File: src/rtl/if_pkg.sv
// if_pkg: shared defaults and bundle type for the fetch buffer.
// Imported by if_fetch_buf and if_sync_fifo.
package if_pkg;

    localparam int          IF_ADDR_W   = 32;
    localparam int          IF_INST_W   = 32;
    localparam logic [31:0] IF_RESET_PC = 32'h1C00_0000;
    localparam int          PC_INC      = 4;

    typedef struct packed {
        logic [IF_ADDR_W-1:0] pc;
        logic [IF_INST_W-1:0] inst;
    } fetch_bus_t;

endpackage

File: src/rtl/if_sync_fifo.sv
// if_sync_fifo: power-of-two synchronous FIFO with clear, registered head
// and an occupancy count; async active-low reset.
module if_sync_fifo
    import if_pkg::*;
#(
    parameter int DEPTH = 4,
    parameter int WIDTH = 64,
    localparam int AW = $clog2(DEPTH),
    localparam int CW = AW + 1
) (
    input  logic             clk,
    input  logic             reset,
    input  logic             clear,
    input  logic             push,
    input  logic [WIDTH-1:0] push_data,
    input  logic             pop,
    output logic [WIDTH-1:0] head,
    output logic [CW-1:0]    count
);

    logic [WIDTH-1:0] mem [DEPTH];
    logic [AW-1:0]    wr_ptr;
    logic [AW-1:0]    rd_ptr;

    assign head = mem[rd_ptr];

    always_ff @(posedge clk or negedge reset) begin
        if (!reset) begin
            wr_ptr <= '0;
            rd_ptr <= '0;
            count  <= '0;
            for (int i = 0; i < DEPTH; i++) begin
                mem[i] <= '0;
            end
        end else if (clear) begin
            wr_ptr <= '0;
            rd_ptr <= '0;
            count  <= '0;
        end else begin
            if (push) begin
                mem[wr_ptr] <= push_data;
                wr_ptr      <= wr_ptr + AW'(1);
            end
            if (pop) begin
                rd_ptr <= rd_ptr + AW'(1);
            end
            count <= count + CW'(push) - CW'(pop);
        end
    end

endmodule

File: src/rtl/if_fetch_buf.sv
// if_fetch_buf: credit-limited sequential fetch into a DEPTH-entry buffer.
// Optional IF_MISALIGN_EXC_EN traps misaligned redirect targets (out_exc).
module if_fetch_buf
    import if_pkg::*;
#(
    parameter int                ADDR_W   = IF_ADDR_W,
    parameter int                INST_W   = IF_INST_W,
    parameter logic [ADDR_W-1:0] RESET_PC = ADDR_W'(IF_RESET_PC),
    parameter int                DEPTH    = 4
) (
    input  logic                     clk,
    input  logic                     reset,
    output logic                     imem_req_valid,
    input  logic                     imem_req_ready,
    output logic [ADDR_W-1:0]        imem_req_addr,
    input  logic                     imem_resp_valid,
    input  logic [INST_W-1:0]        imem_resp_inst,
    input  logic                     redirect_valid,
    input  logic [ADDR_W-1:0]        redirect_pc,
    output logic                     out_valid,
    input  logic                     out_ready,
`ifdef IF_MISALIGN_EXC_EN
    output logic                     out_exc,
`endif
    output logic [ADDR_W+INST_W-1:0] out_bus
);

    localparam int CW = $clog2(DEPTH) + 1;
    localparam int BW = ADDR_W + INST_W;
`ifdef IF_MISALIGN_EXC_EN
    localparam int FW = BW + 1;
`else
    localparam int FW = BW;
`endif
    localparam logic [ADDR_W-1:0] INC = ADDR_W'(PC_INC);

    logic [ADDR_W-1:0] pc;
    logic [ADDR_W-1:0] resp_pc;
    logic [CW-1:0]     outstanding;
    logic [CW-1:0]     drop;
    logic [CW-1:0]     count;
    logic [CW:0]       in_use;
    logic              credit;
    logic              halt;
    logic              req_fire;
    logic              resp_keep;
    logic              resp_drop;
    logic              push;
    logic              pop;
    logic [FW-1:0]     push_data;
    logic [FW-1:0]     head;

`ifdef IF_MISALIGN_EXC_EN
    logic misaligned;
    logic halted;
    logic exc_push;

    assign misaligned = pc[1:0] != 2'b00;
    assign halt       = misaligned;
    // Trap entry waits until every old response has drained.
    assign exc_push   = misaligned && !halted && !redirect_valid
                     && outstanding == '0 && drop == '0
                     && count != CW'(DEPTH);

    always_ff @(posedge clk or negedge reset) begin
        if (!reset) begin
            halted <= 1'b0;
        end else if (redirect_valid) begin
            halted <= 1'b0;
        end else if (exc_push) begin
            halted <= 1'b1;
        end
    end

    assign out_exc = head[FW-1];
`else
    assign halt = 1'b0;
`endif

    // Every issued request owns a FIFO slot, so responses never stall.
    assign in_use = {1'b0, count} + {1'b0, outstanding};
    assign credit = in_use < (CW+1)'(DEPTH);

    assign imem_req_valid = reset && !redirect_valid && credit && !halt;
    assign imem_req_addr  = pc;
    assign req_fire       = imem_req_valid && imem_req_ready;

    assign resp_drop = imem_resp_valid && drop != '0;
    assign resp_keep = imem_resp_valid && drop == '0 && !redirect_valid;

    assign out_valid = count != '0;
    assign pop       = out_valid && out_ready && !redirect_valid;
    assign out_bus   = head[BW-1:0];

    always_comb begin
        push      = resp_keep;
        push_data = FW'({resp_pc, imem_resp_inst});
`ifdef IF_MISALIGN_EXC_EN
        if (exc_push) begin
            push      = 1'b1;
            push_data = {1'b1, pc, {INST_W{1'b0}}};
        end
`endif
    end

    always_ff @(posedge clk or negedge reset) begin
        if (!reset) begin
            pc          <= RESET_PC;
            resp_pc     <= RESET_PC;
            outstanding <= '0;
            drop        <= '0;
        end else begin
            outstanding <= outstanding + CW'(req_fire) - CW'(imem_resp_valid);
            if (redirect_valid) begin
                pc      <= redirect_pc;
                resp_pc <= redirect_pc;
                drop    <= outstanding - CW'(imem_resp_valid);
            end else begin
                if (req_fire) begin
                    pc <= pc + INC;
                end
                if (resp_keep) begin
                    resp_pc <= resp_pc + INC;
                end
                if (resp_drop) begin
                    drop <= drop - CW'(1);
                end
            end
        end
    end

    if_sync_fifo #(
        .DEPTH (DEPTH),
        .WIDTH (FW)
    ) u_fifo (
        .clk       (clk),
        .reset     (reset),
        .clear     (redirect_valid),
        .push      (push),
        .push_data (push_data),
        .pop       (pop),
        .head      (head),
        .count     (count)
    );

endmodule

File: config.mk
export PLATFORM = sky130hd
export DESIGN_NAME = if_fetch_buf
export DESIGN_NICKNAME = d
export VERILOG_FILES = /design/src/rtl/if_pkg.sv /design/src/rtl/if_sync_fifo.sv /design/src/rtl/if_fetch_buf.sv
export SDC_FILE = /design/constraint.sdc
export NUM_CORES = 1
export LEC_CHECK = 0
export BUFFER_PORTS_ARGS = -buffer_cell sky130_fd_sc_hd__clkbuf_2
export CAP_MARGIN = 20
export CORE_MARGIN = 1.5
export CORE_UTILIZATION = 45
export DETAILED_ROUTE_END_ITERATION = 8
export HOLD_SLACK_MARGIN = 0.15
export PLACE_DENSITY = 0.71
export SETUP_SLACK_MARGIN = 0.1
export SYNTH_ARGS = -nofsm -noshare
export SYNTH_HDL_FRONTEND = slang
export SYNTH_SLANG_ARGS = --single-unit
File: constraint.sdc
create_clock -name clk -period 4.95 [get_ports clk]
set_clock_uncertainty 0.2 [all_clocks]
set_input_delay 0.495 -clock clk [delete_from_list [all_inputs] [get_ports clk]]
set_output_delay 0.495 -clock clk [all_outputs]
set_load 0.02 [all_outputs]
=== Yosys cells after proc, flatten, opt, wreduce, memory -nomap -nowiden ===
Cells that the tools add are included.

* Bits in registers: 333
* Output and inout port bits: 98

* Add/subtract/negate cells: 11
* $lt $le $gt $ge: 4
* Multiplexer cells: 17
* Bitwise operators: 3
* Reduce and logical (&&, ||, !) cells: 18

{| class="wikitable"
|+ Operators by type and width
! cell !! number
|-
| 256-bit bitwise mux || 1
|-
| 64-bit 2-to-1 mux || 3
|-
| 64-bit binary-select mux with 2-bit select || 1
|-
| 64-bit demux with 2-bit select || 1
|-
| 32-bit 2-to-1 mux || 4
|-
| 32-bit by 3-bit adder with 32-bit output, second input constant || 2
|-
| 1-bit logical AND || 9
|-
| 3-bit 2-to-1 mux || 3
|-
| 3-bit by 1-bit subtractor with 3-bit output || 3
|-
| 2-bit 2-to-1 mux || 4
|-
| 2-bit nonzero test || 4
|-
| 3-bit by 1-bit adder with 3-bit output || 2
|-
| 3-bit greater-or-equal comparator, second input constant || 2
|-
| 2-bit inverter with 3-bit output || 2
|-
| 3-bit nonzero test || 2
|-
| 2-bit by 1-bit adder with 2-bit output, second input constant || 2
|-
| 3-bit by 3-bit adder with 4-bit output || 1
|-
| 4-bit by 3-bit < comparator with 1-bit output, second input constant || 1
|-
| 3-bit logical NOT || 1
|-
| 3-bit by 1-bit < comparator with 1-bit output, second input constant || 1
|-
| 3-bit by 1-bit subtractor with 3-bit output, second input constant || 1
|-
| 2-bit AND reduction || 1
|-
| 1-bit logical NOT || 1
|-
| 1-bit inverter || 1
|}

=== Logic depth before layout (Yosys ltp) ===
Gate-level depths: netlist (run 1).

* Word-level depth: 6
* Gate-level depth with buffers: 13

=== Hierarchy ===
Synthesis (run 1) repeated with hierarchy kept, for this count alone.

* Cell total of the unflattened synthesis: 1077
* Area, all modules: 16331.9 um^2

{| class="wikitable"
|+ By module, submodules not included
! module !! times used !! cells an instance !! area each (um^2)
|-
| if_sync_fifo || 1 || 657 || 12339.3
|-
| if_fetch_buf || 1 || 420 || 3992.6
|}

=== Least setup slack after synthesis (run 1) ===
No wires, ideal clock.

* Kind: register to register
* Start point: register outstanding[2]
* End point: register outstanding[2]
* Setup time: 0.125 ns
* Arrival: 2.998 ns
* Required time: 4.625 ns
* Setup slack: 1.627 ns
* Cell stages (with the launch flop): 14
* Buffers on the path: 2
* Cells stage by stage: dfrtp_1 > ha_1 > or3b_2 > nor3_4 > inv_2 > clkbuf_1 > buf_1 > ha_1 > inv_1 > ha_1 > inv_1 > fa_1 > xnor2_1 > xnor2_1

* Cells in the longest elaborated chain, start to end: 6

{| class="wikitable"
|+ RTL lines
! what !! RTL line !! source
|-
| start: declaration || if_fetch_buf.sv:39 || <nowiki>logic [CW-1:0] outstanding;</nowiki>
|-
| start signal: assignment || if_fetch_buf.sv:113 || <nowiki>outstanding <= outstanding + CW'(req_fire) - CW'(imem_resp_valid);</nowiki>
|-
| 3-bit by 3-bit adder with 4-bit output || if_fetch_buf.sv:81 || <nowiki>assign in_use = {1'b0, count} + {1'b0, outstanding};</nowiki>
|-
| 4-bit by 3-bit < comparator with 1-bit output || if_fetch_buf.sv:82 || <nowiki>assign credit = in_use < (CW+1)'(DEPTH);</nowiki>
|-
| 1-bit logical AND || if_fetch_buf.sv:84 || <nowiki>assign imem_req_valid = reset && !redirect_valid && credit && !halt;</nowiki>
|-
| 1-bit logical AND || if_fetch_buf.sv:86 || <nowiki>assign req_fire = imem_req_valid && imem_req_ready;</nowiki>
|-
| 3-bit by 1-bit adder with 3-bit output (*) || if_fetch_buf.sv:113 ||
|-
| 3-bit by 1-bit subtractor with 3-bit output (*) || if_fetch_buf.sv:113 ||
|}

Every way passes the cells marked *; elsewhere a longest branch is shown, timed or not.
A chain may end at the register's enable or synchronous reset.

=== Final worst setup path (run 1) ===
* Start point: input reset
* End point: register outstanding[2]

* Cells in the longest elaborated chain, start to end: 5

{| class="wikitable"
|+ RTL lines
! what !! RTL line !! source
|-
| start: declaration || if_fetch_buf.sv:12 || <nowiki>input logic reset,</nowiki>
|-
| 1-bit logical AND (2 in series) || if_fetch_buf.sv:84 ||
|-
| 1-bit logical AND || if_fetch_buf.sv:86 ||
|-
| 3-bit by 1-bit adder with 3-bit output || if_fetch_buf.sv:113 ||
|-
| 3-bit by 1-bit subtractor with 3-bit output || if_fetch_buf.sv:113 ||
|}

Every way passes these cells.

==> report_table.html, run 1 <==
<table>
<tr><th>Metric</th><th>Value</th></tr>
<tr><th colspan="2">STA</th></tr>
<tr><td>Final critical path time including I/O delays and setup</td><td>3520 ps</td></tr>
<tr><td>Number of setup violations in the final report</td><td>0</td></tr>
<tr><td>Setup repair after global routing missed its margin</td><td>no</td></tr>
<tr><td>Total Negative Setup Slacks</td><td>0 ps</td></tr>
<tr><td>Worst max-slew margin expressed relative to the limit</td><td>0.297</td></tr>
<tr><td>Max Clk Rate</td><td>284 MHz</td></tr>
<tr><td>Fin. Hold Viols</td><td>0</td></tr>
<tr><td>Least-Margin Pin Slew</td><td>1050 ps</td></tr>
<tr><td>Final WS setup</td><td>1430 ps</td></tr>
<tr><td>Final-report max-slew violation count</td><td>0</td></tr>
<tr><td>Share of the clock period used by the worst path</td><td>0.711</td></tr>
<tr><th colspan="2">Clocking</th></tr>
<tr><td>TritonCTS clock tree</td><td>done</td></tr>
<tr><td>Maximum level of the CTS H-tree</td><td>2</td></tr>
<tr><td>Clock transition at the register clock pins on the worst setup and hold paths after CTS</td><td>60 ps</td></tr>
<tr><td>CTS resizes</td><td>0</td></tr>
<tr><td>CTS sink count</td><td>333</td></tr>
<tr><td>Clk Tree Root Cell</td><td>sky130_fd_sc_hd__clkbuf_16</td></tr>
<tr><td>Later-pin clock latency in the skew report</td><td>530 ps</td></tr>
<tr><td>Maximum buffer depth of the clock tree</td><td>3</td></tr>
<tr><td>Number of buffers added by the clock tree synthesis step</td><td>38</td></tr>
<tr><th colspan="2">Finish</th></tr>
<tr><td>Filler Cells Inserted</td><td>2719</td></tr>
<tr><td>Number of antenna repair diodes</td><td>0</td></tr>
<tr><td>Net count reported at finish</td><td>1411</td></tr>
<tr><td>Layout cell share with drive strength beyond 1</td><td>0.425</td></tr>
<tr><td>Area overhead of the layout relative to synthesis</td><td>20.6%</td></tr>
<tr><th colspan="2">Yosys</th></tr>
<tr><td>Synthesized Nets</td><td>1196</td></tr>
<tr><td>Cell taking the most area after synthesis</td><td>sky130_fd_sc_hd__dfrtp_1</td></tr>
<tr><td>Post-synth top area share</td><td>0.537</td></tr>
<tr><td>Average cell area after synthesis</td><td>13.8 um^2</td></tr>
<tr><td>Share of synthesized registers carrying an async set or reset</td><td>1.00</td></tr>
<tr><td>Synthesized instance count</td><td>1108</td></tr>
<tr><td>Flip-flop and latch count after synthesis</td><td>333</td></tr>
<tr><td>Number of synthesized flops with an enable pin</td><td>0</td></tr>
<tr><td>Cells taking the most area after synthesis</td><td>sky130_fd_sc_hd__dfrtp_1 54%, sky130_fd_sc_hd__mux2_2 18%, sky130_fd_sc_hd__mux4_2 9.5%</td></tr>
<tr><td>Synthesis warning total</td><td>0</td></tr>
<tr><td>Netlist area before placement</td><td>0.0152 mm^2</td></tr>
<tr><td>Fraction of the yosys area taken by sequential cells</td><td>0.547</td></tr>
<tr><td>Dominant register cell in the synthesized netlist</td><td>sky130_fd_sc_hd__dfrtp_1</td></tr>
<tr><td>Number of library cell types mapped by synthesis</td><td>45</td></tr>
<tr><th colspan="2">Placed design</th></tr>
<tr><td>Place WS</td><td>1530 ps</td></tr>
<tr><td>Weighted congestion reported at the end of routability-driven placement</td><td>0.864</td></tr>
<tr><td>Placed wire-length estimate after detailed placement</td><td>20.7 mm</td></tr>
<tr><td># port buffers</td><td>167</td></tr>
<tr><th colspan="2">Detailed routing</th></tr>
<tr><td>DRT antenna net count</td><td>0</td></tr>
<tr><td>Final routed wire length divided by cell count</td><td>18.6 um</td></tr>
<tr><td>DR vias/cell</td><td>5.45</td></tr>
<tr><td>Initial DRT Pass Iterations</td><td>5</td></tr>
<tr><td>Number of design rule violations left after detail routing</td><td>0</td></tr>
<tr><td>Via Count</td><td>9812</td></tr>
<tr><td>Total detailed-routing wirelength</td><td>33.4 mm</td></tr>
<tr><td>Iter 0 DRT Violations</td><td>586</td></tr>
<tr><th colspan="2">Pwr</th></tr>
<tr><td>Power per cell area</td><td>507 mW/mm^2</td></tr>
<tr><td>Max rail drop VDD</td><td>0.248 mV</td></tr>
<tr><td>Cell Int Power</td><td>6.33 mW</td></tr>
<tr><td>Clock group share of total power</td><td>0.288</td></tr>
<tr><td>Psw</td><td>3.01 mW</td></tr>
<tr><td>Seq pwr share</td><td>0.411</td></tr>
<tr><td>Net switching share of the total power</td><td>0.322</td></tr>
<tr><td>Leakage power</td><td>8.62 nW</td></tr>
<tr><td>Combinational Power Share</td><td>0.301</td></tr>
<tr><th colspan="2">Global route</th></tr>
<tr><td>Initial antenna violation count</td><td>0</td></tr>
<tr><td>Overall track demand over capacity in global routing</td><td>0.194</td></tr>
<tr><td>Pin count of the biggest net entering global routing</td><td>178</td></tr>
<tr><td>First-pass GRT wire length</td><td>54.6 mm</td></tr>
<tr><td>Vias in the first global route</td><td>10200</td></tr>
<tr><td>Global-route congestion overflow total</td><td>0</td></tr>
<tr><th colspan="2">Critical path</th></tr>
<tr><td>Endpoint type of the worst setup path</td><td>flop</td></tr>
<tr><td>Critical Path Source Type</td><td>input port</td></tr>
<tr><td>Critical path's largest stage delay</td><td>560 ps</td></tr>
<tr><td>Maximum net fanout on the critical path</td><td>40</td></tr>
<tr><td>WP data required</td><td>5180 ps</td></tr>
<tr><td>Worst path arrival time</td><td>3750 ps</td></tr>
<tr><td>Cells along the critical path</td><td>dlygate4sd3_1, buf_8, or3b_4, nor3_4, buf_4, inv_2, ha_1, inv_1, ha_1, inv_1, fa_1, xnor2_1, xnor2_1</td></tr>
<tr><td>Crit path max-delay cell type</td><td>sky130_fd_sc_hd__dlygate4sd3_1</td></tr>
<tr><td>Class of the most critical setup path</td><td>in -&gt; reg</td></tr>
<tr><td>Count of cells along the worst register-to-register path</td><td>12</td></tr>
<tr><th colspan="2">Die</th></tr>
<tr><td>Die boundary width</td><td>187 um</td></tr>
<tr><td>Die area</td><td>0.0350 mm^2</td></tr>
<tr><td>Row count</td><td>67</td></tr>
<tr><td>Initial Utilization</td><td>0.456</td></tr>
<tr><td>Total I/O pin count</td><td>168</td></tr>
<tr><td>Vert. Die Dim</td><td>187 um</td></tr>
<tr><td>Placeable Area</td><td>0.0334 mm^2</td></tr>
<tr><th colspan="2">Min path</th></tr>
<tr><td>Number of instances on the worst hold path</td><td>3</td></tr>
<tr><td>Class of the tightest hold or removal check</td><td>in -&gt; reg</td></tr>
<tr><th colspan="2">Outcome</th></tr>
<tr><td>Result of the run</td><td>finished, final reports clean</td></tr>
<tr><th colspan="2">Run</th></tr>
<tr><td>Count of maximum capacitance violations</td><td>0</td></tr>
</table>
-- critical path: cells and delay by family --
kind / cells / cell delay [ps]
XOR/XNOR: 2 / 330
adder cells (fa/ha/maj): 3 / 860
AND/OR/NAND/NOR: 2 / 610
buffers and inverters: 6 / 1420
-- layer usage --
metal | share of wire | wire length, um | up-vias | GRT usage
met4 | 0.023 | 776 | 0 | 0.0577
li1 | - | - | 4485 | -
met1 | 0.46 | 15400 | 4994 | 0.274
met3 | 0.050 | 1660 | 53 | 0.0325
met5 | 0 | 0 | - | 0
met2 | 0.47 | 15600 | 280 | 0.309
-- cells by family after synthesis --
group / count (synthesis) / share of synthesized area
buf+inv: 96 / 0.0236
simple gates: 206 / 0.0702
mux: 317 / 0.281
fa+ha+maj: 18 / 0.0158
xor+xnor: 46 / 0.0264
flops: 333 / 0.547
compound gates: 92 / 0.0359
-- flip-flops by register name, summed over array words and instances, names as in the netlist --
signal         count
resp_pc           32
u_fifo.count       3
outstanding        3
imem_req_addr     32
drop               3
u_fifo.rd_ptr      2
u_fifo.mem       256
u_fifo.wr_ptr      2
-- repair_timing --
| item | 4_1_cts | 5_1_grt |
|---|---|---|
| hold buffers | 63 | 0 |
| buffers inserted | 0 | 0 |
| endpoints found under the hold margin | 222 | 0 |
-- Yosys cell counts (13+ instances only) --
cell	instances
sky130_fd_sc_hd__o21ai_0	47
sky130_fd_sc_hd__clkbuf_1	54
sky130_fd_sc_hd__mux2_2	250
sky130_fd_sc_hd__xor2_1	26
sky130_fd_sc_hd__nand3_1	29
sky130_fd_sc_hd__nor2_1	34
sky130_fd_sc_hd__ha_1	16
sky130_fd_sc_hd__xnor2_1	20
sky130_fd_sc_hd__nand4_1	13
sky130_fd_sc_hd__dfrtp_1	327
sky130_fd_sc_hd__nand2_1	61
sky130_fd_sc_hd__inv_1	29
sky130_fd_sc_hd__mux4_2	64
-- placed cells by master, fill, tap and decap left out, types with 11 or more instances in the layout --
cell and count:
sky130_fd_sc_hd__dfrtp_1 325, sky130_fd_sc_hd__mux2_2 250, sky130_fd_sc_hd__clkbuf_2 166, sky130_fd_sc_hd__mux4_2 64
sky130_fd_sc_hd__dlygate4sd3_1 63, sky130_fd_sc_hd__nand2_1 57, sky130_fd_sc_hd__o21ai_0 47, sky130_fd_sc_hd__clkbuf_16 39
sky130_fd_sc_hd__nor2_1 34, sky130_fd_sc_hd__inv_1 29, sky130_fd_sc_hd__nand3_1 29, sky130_fd_sc_hd__xor2_1 26
sky130_fd_sc_hd__xnor2_1 20, sky130_fd_sc_hd__ha_1 16, sky130_fd_sc_hd__nand4_1 13, sky130_fd_sc_hd__or3_1 11
sky130_fd_sc_hd__nor4_1 11, sky130_fd_sc_hd__a21oi_1 11
-- power groups by stage --
| stage | sequential [mW] | combinational [mW] | clock (mW) |
|---|---|---|---|
| after global routing | 3.93 | 3.02 | 2.87 |
| final | 3.83 | 2.81 | 2.69 |
| after CTS | 3.84 | 2.86 | 2.75 |
| after detailed placement | 3.88 | 2.81 | 0 |
| after floorplan | 3.67 | 2.07 | 0 |
| after global placement | 3.84 | 2.75 | 0 |
-- path summary, 6_finish.rpt --
check                           slack, ps               to             from
worst max-delay path                 1430   outstanding[2]            reset
worst min-delay path                  170      resp_pc[17]  redirect_pc[17]
worst max register to register       1570   outstanding[2]   outstanding[2]
worst min register to register        280  u_fifo.mem[225]  u_fifo.mem[225]
max in group asynchronous            3040  u_fifo.mem[218]            reset
min in group asynchronous             230   u_fifo.mem[71]            reset
-- final cells by class --
cell class	count	area (um^2)	share of cell area
Sequential cell	333	8350	0.454
Multi-Input combinational cell	679	6580	0.358
Timing Repair Buffer	240	1580	0.0857
Clock buffer	55	1120	0.0607
Tap cell	448	561	0.0305
Inverter	31	116	0.00633
Clock inverter	14	100	0.00544
-- per-stage QoR --
step / power [mW] / instances / utilization / area, um^2 / hold WS, ps
floorplan: 5.74 / 1108 / - / 15200 / -0.591
global placement: 6.59 / 1668 / 0.495 / 16500 / 193
detailed placement: 6.69 / 1668 / 0.495 / 16500 / 197
CTS: 9.45 / 1800 / 0.550 / 18400 / 155
global route: 9.82 / 1800 / 0.550 / 18400 / 199
finish: 9.33 / 1800 / 0.550 / 18400 / 174
Note: power is estimated with default switching activity, not from simulation.
==> inputs of run 2 (changes only) <==
--- a/config.mk
+++ b/config.mk
@@ -5,6 +5,7 @@
 export SDC_FILE = /design/constraint.sdc
 export NUM_CORES = 1
 export LEC_CHECK = 0
+export ABC_AREA = 1
 export BUFFER_PORTS_ARGS = -buffer_cell sky130_fd_sc_hd__clkbuf_2
 export CAP_MARGIN = 20
 export CORE_MARGIN = 1.5
==> constraint.sdc (replaced) <==
create_clock -name clk -period 3.3 [get_ports clk]
set_clock_uncertainty 0.2 [all_clocks]
set_input_delay 0.33 -clock clk [delete_from_list [all_inputs] [get_ports clk]]
set_output_delay 0.33 -clock clk [all_outputs]
set_load 0.02 [all_outputs]
==> report_table.html, run 2 <==
<table>
<tr><th>Metric</th><th>Value</th></tr>
<tr><th colspan="2">Outcome</th></tr>
<tr><td>Result of the run</td><td>finished, final reports clean</td></tr>
<tr><th colspan="2">Pwr</th></tr>
<tr><td>Net switching share of the total power</td><td>0.379</td></tr>
<tr><td>Combinational Power Share</td><td>0.334</td></tr>
<tr><td>Max rail drop VDD</td><td>0.527 mV</td></tr>
<tr><td>Psw</td><td>5.54 mW</td></tr>
<tr><td>Cell Int Power</td><td>9.09 mW</td></tr>
<tr><td>Leakage power</td><td>9.24 nW</td></tr>
<tr><td>Power per cell area</td><td>769 mW/mm^2</td></tr>
<tr><td>Seq pwr share</td><td>0.387</td></tr>
<tr><td>Clock group share of total power</td><td>0.279</td></tr>
<tr><th colspan="2">Critical path</th></tr>
<tr><td>WP data required</td><td>2770 ps</td></tr>
<tr><td>Crit path max-delay cell type</td><td>sky130_fd_sc_hd__dfrtp_2</td></tr>
<tr><td>Count of buffer and inverter cells on the critical path</td><td>3</td></tr>
<tr><td>Largest delay share family, worst path</td><td>buffers and inverters</td></tr>
<tr><td>Critical path's largest stage delay</td><td>590 ps</td></tr>
<tr><td>Beginning of the critical path</td><td>u_fifo.rd_ptr[1]</td></tr>
<tr><td>Class of the most critical setup path</td><td>reg -&gt; out</td></tr>
<tr><td>R2R Path End</td><td>outstanding[2]</td></tr>
<tr><td>Endpoint type of the worst setup path</td><td>output port</td></tr>
<tr><td>Worst path arrival time</td><td>2400 ps</td></tr>
<tr><td>Reg-to-reg critical path startpoint</td><td>outstanding[2]</td></tr>
<tr><td>Depth of the critical timing path with buffers and inverters included</td><td>5</td></tr>
<tr><td>Count of cells along the worst register-to-register path</td><td>12</td></tr>
<tr><td>Cells along the critical path</td><td>inv_2, buf_12, o21ai_0, o22ai_1, clkbuf_2</td></tr>
<tr><td>Critical Path Source Type</td><td>flop</td></tr>
<tr><td>Setup slack on the worst flop-to-flop path</td><td>670 ps</td></tr>
<tr><td>Capture point of the worst path</td><td>out_bus[53]</td></tr>
<tr><td>Maximum net fanout on the critical path</td><td>46</td></tr>
<tr><th colspan="2">Finish</th></tr>
<tr><td>Net count reported at finish</td><td>2266</td></tr>
<tr><td>Layout Utilization</td><td>0.550</td></tr>
<tr><td>Most common library cell in the layout ignoring fill and taps</td><td>sky130_fd_sc_hd__nand2_1</td></tr>
<tr><td>Layout Cells excl Fill</td><td>2661</td></tr>
<tr><td>Post-route cell area</td><td>0.0190 mm^2</td></tr>
<tr><td>Highest-count cells in the layout ignoring fill and taps</td><td>509 x sky130_fd_sc_hd__nand2_1, 364 x sky130_fd_sc_hd__o21ai_0, 325 x sky130_fd_sc_hd__dfrtp_1, 242 x sky130_fd_sc_hd__nor2_1, 166 x sky130_fd_sc_hd__clkbuf_2</td></tr>
<tr><td>Filler Cells Inserted</td><td>3145</td></tr>
<tr><td>Largest Register</td><td>u_fifo.mem</td></tr>
<tr><td>Number of antenna repair diodes</td><td>0</td></tr>
<tr><td>Register Area</td><td>0.00835 mm^2</td></tr>
<tr><td>Layout cell share with drive strength beyond 1</td><td>0.129</td></tr>
<tr><td>Area overhead of the layout relative to synthesis</td><td>20.0%</td></tr>
<tr><td>Area taken by multi-input logic gates</td><td>0.00662 mm^2</td></tr>
<tr><td>Max reg flops</td><td>256</td></tr>
<tr><th colspan="2">STA</th></tr>
<tr><td>Final critical path time including I/O delays and setup</td><td>2930 ps</td></tr>
<tr><td>Setup repair after global routing missed its margin</td><td>no</td></tr>
<tr><td>Number of setup violations in the final report</td><td>0</td></tr>
<tr><td>Share of the clock period used by the worst path</td><td>0.888</td></tr>
<tr><td>Least-Margin Pin Slew</td><td>884 ps</td></tr>
<tr><td>Fin. Hold Viols</td><td>0</td></tr>
<tr><td>Worst max-slew margin expressed relative to the limit</td><td>0.411</td></tr>
<tr><td>Max Clk Rate</td><td>341 MHz</td></tr>
<tr><td>Min Hold Slack</td><td>188 ps</td></tr>
<tr><td>Final-report max-slew violation count</td><td>0</td></tr>
<tr><td>Total Negative Setup Slacks</td><td>0 ps</td></tr>
<tr><th colspan="2">Detailed routing</th></tr>
<tr><td>DRT antenna net count</td><td>0</td></tr>
<tr><td>Total detailed-routing wirelength</td><td>42.9 mm</td></tr>
<tr><td>Iter 0 DRT Violations</td><td>1215</td></tr>
<tr><td>DR vias/cell</td><td>5.41</td></tr>
<tr><td>Via Count</td><td>14400</td></tr>
<tr><td>Number of design rule violations left after detail routing</td><td>0</td></tr>
<tr><td>Final routed wire length divided by cell count</td><td>16.1 um</td></tr>
<tr><td>Initial DRT Pass Iterations</td><td>7</td></tr>
<tr><th colspan="2">Run</th></tr>
<tr><td>Count of maximum capacitance violations</td><td>0</td></tr>
<tr><th colspan="2">Clocking</th></tr>
<tr><td>CTS resizes</td><td>0</td></tr>
<tr><td>Clock transition at the register clock pins on the worst setup and hold paths after CTS</td><td>60 ps</td></tr>
<tr><td>Count of buffers added by post-CTS timing repair for setup</td><td>0</td></tr>
<tr><td>Clk Tree Root Cell</td><td>sky130_fd_sc_hd__clkbuf_16</td></tr>
<tr><td>Maximum buffer depth of the clock tree</td><td>3</td></tr>
<tr><td>Number of buffers added by the clock tree synthesis step</td><td>38</td></tr>
<tr><td>TritonCTS clock tree</td><td>done</td></tr>
<tr><td>Post-CTS Hold Buffers</td><td>69</td></tr>
<tr><td>CTS sink count</td><td>333</td></tr>
<tr><td>Later-pin clock latency in the skew report</td><td>510 ps</td></tr>
<tr><td>Maximum level of the CTS H-tree</td><td>2</td></tr>
<tr><th colspan="2">Placed design</th></tr>
<tr><td># port buffers</td><td>167</td></tr>
<tr><td>Total placed instance area</td><td>0.0171 mm^2</td></tr>
<tr><td>Weighted congestion reported at the end of routability-driven placement</td><td>0.957</td></tr>
<tr><td>Number of instances in the placed design</td><td>2523</td></tr>
<tr><td>Placed wire-length estimate after detailed placement</td><td>27.1 mm</td></tr>
<tr><th colspan="2">Yosys</th></tr>
<tr><td>Number of library cell types mapped by synthesis</td><td>33</td></tr>
<tr><td>Synthesized instance count</td><td>1994</td></tr>
<tr><td>Post-synth top area share</td><td>0.516</td></tr>
<tr><td>Commonest cells post-synth</td><td>513 x sky130_fd_sc_hd__nand2_1, 364 x sky130_fd_sc_hd__o21ai_0, 327 x sky130_fd_sc_hd__dfrtp_1</td></tr>
<tr><td>Dominant register cell in the synthesized netlist</td><td>sky130_fd_sc_hd__dfrtp_1</td></tr>
<tr><td>Most repeated cell in the gate-level netlist after synthesis</td><td>sky130_fd_sc_hd__nand2_1</td></tr>
<tr><td>Synthesized Nets</td><td>2082</td></tr>
<tr><td>Synthesis warning total</td><td>0</td></tr>
<tr><td>Fraction of the yosys area taken by sequential cells</td><td>0.526</td></tr>
<tr><td>Cell taking the most area after synthesis</td><td>sky130_fd_sc_hd__dfrtp_1</td></tr>
<tr><td>Cells taking the most area after synthesis</td><td>sky130_fd_sc_hd__dfrtp_1 52%, sky130_fd_sc_hd__nand2_1 12%, sky130_fd_sc_hd__o21ai_0 11%</td></tr>
<tr><td>Share of synthesized registers carrying an async set or reset</td><td>1.00</td></tr>
<tr><td>Number of synthesized flops with an enable pin</td><td>0</td></tr>
<tr><td>Average cell area after synthesis</td><td>7.96 um^2</td></tr>
<tr><td>Netlist area before placement</td><td>0.0159 mm^2</td></tr>
<tr><td>Flip-flop and latch count after synthesis</td><td>333</td></tr>
<tr><th colspan="2">Global route</th></tr>
<tr><td>Overall track demand over capacity in global routing</td><td>0.238</td></tr>
<tr><td>Initial antenna violation count</td><td>0</td></tr>
<tr><td>Global-route congestion overflow total</td><td>0</td></tr>
<tr><td>Pin count of the biggest net entering global routing</td><td>129</td></tr>
<tr><td>First-pass GRT wire length</td><td>70.1 mm</td></tr>
<tr><td>Vias in the first global route</td><td>13700</td></tr>
<tr><th colspan="2">Die</th></tr>
<tr><td>Row count</td><td>68</td></tr>
<tr><td>Vert. Die Dim</td><td>191 um</td></tr>
<tr><td>Die area</td><td>0.0364 mm^2</td></tr>
<tr><td>Total I/O pin count</td><td>168</td></tr>
<tr><td>Initial Utilization</td><td>0.458</td></tr>
<tr><td>Die boundary width</td><td>191 um</td></tr>
<tr><td>Placeable Area</td><td>0.0346 mm^2</td></tr>
<tr><th colspan="2">Min path</th></tr>
<tr><td>Class of the tightest hold or removal check</td><td>in -&gt; reg</td></tr>
</table>
-- run 2: per-layer routing --
metal  vias to the layer above  track usage  wire [um]
met5                         -            0          0
met4                         0       0.0760       1110
met3                        76       0.0300       2880
met2                       547        0.380      19400
met1                      6834        0.335      19500
li1                       6927            -          -
-- run 2: area by class of cell --
cell class	instances	area share
clock inverters	13	0.00604
repair buffers	260	0.0957
multi-input cells	1421	0.348
clock buffers	55	0.0581
well taps	455	0.0299
flip-flops and latches	333	0.438
inverters	124	0.0246
-- run 2: power groups by stage --
stage,registers [mW],logic [mW],clock network [mW]
2_1_floorplan,5.62,3.21,0
3_3_place_gp,5.67,4.73,0
3_5_place_dp,5.70,4.84,0
4_1_cts,5.65,4.92,4.17
5_1_grt,5.78,5.46,4.33
6_report,5.66,4.89,4.08
-- run 2: how the worst min path moves through the flow --
stage	cells past startpoint	start	end
2_1_floorplan	0	reset	drop[0]
3_3_place_gp	1	reset	u_fifo.mem[233]
3_5_place_dp	1	reset	u_fifo.mem[233]
4_1_cts	6	redirect_valid	imem_req_addr[7]
5_1_grt	6	redirect_valid	imem_req_addr[6]
6_report	6	redirect_valid	imem_req_addr[7]
-- run 2: stage by stage --
step | power [mW] | setup WS, ps
after floorplan | 8.82 | 631
after global placement | 10.4 | 682
after detailed placement | 10.5 | 672
after CTS | 14.7 | 371
after global routing | 15.6 | 235
final | 14.6 | 368
-- run 2: cells by family after synthesis --
logic type / after synthesis / share of synthesized area
AND/OR/NAND/NOR: 853 / 0.214
AO/OA/AOI/OAI: 533 / 0.177
flip-flops: 333 / 0.526
buffers and inverters: 240 / 0.0591
adder cells (fa/ha/maj): 18 / 0.0151
XOR/XNOR: 17 / 0.00938
-- run 2: worst min-delay path, delay by kind of cell --
family                 cells  cell delay (ps)
AOI/OAI and AO/OA          1              100
buffers and inverters      2              170
and+or+nand+nor            3              260
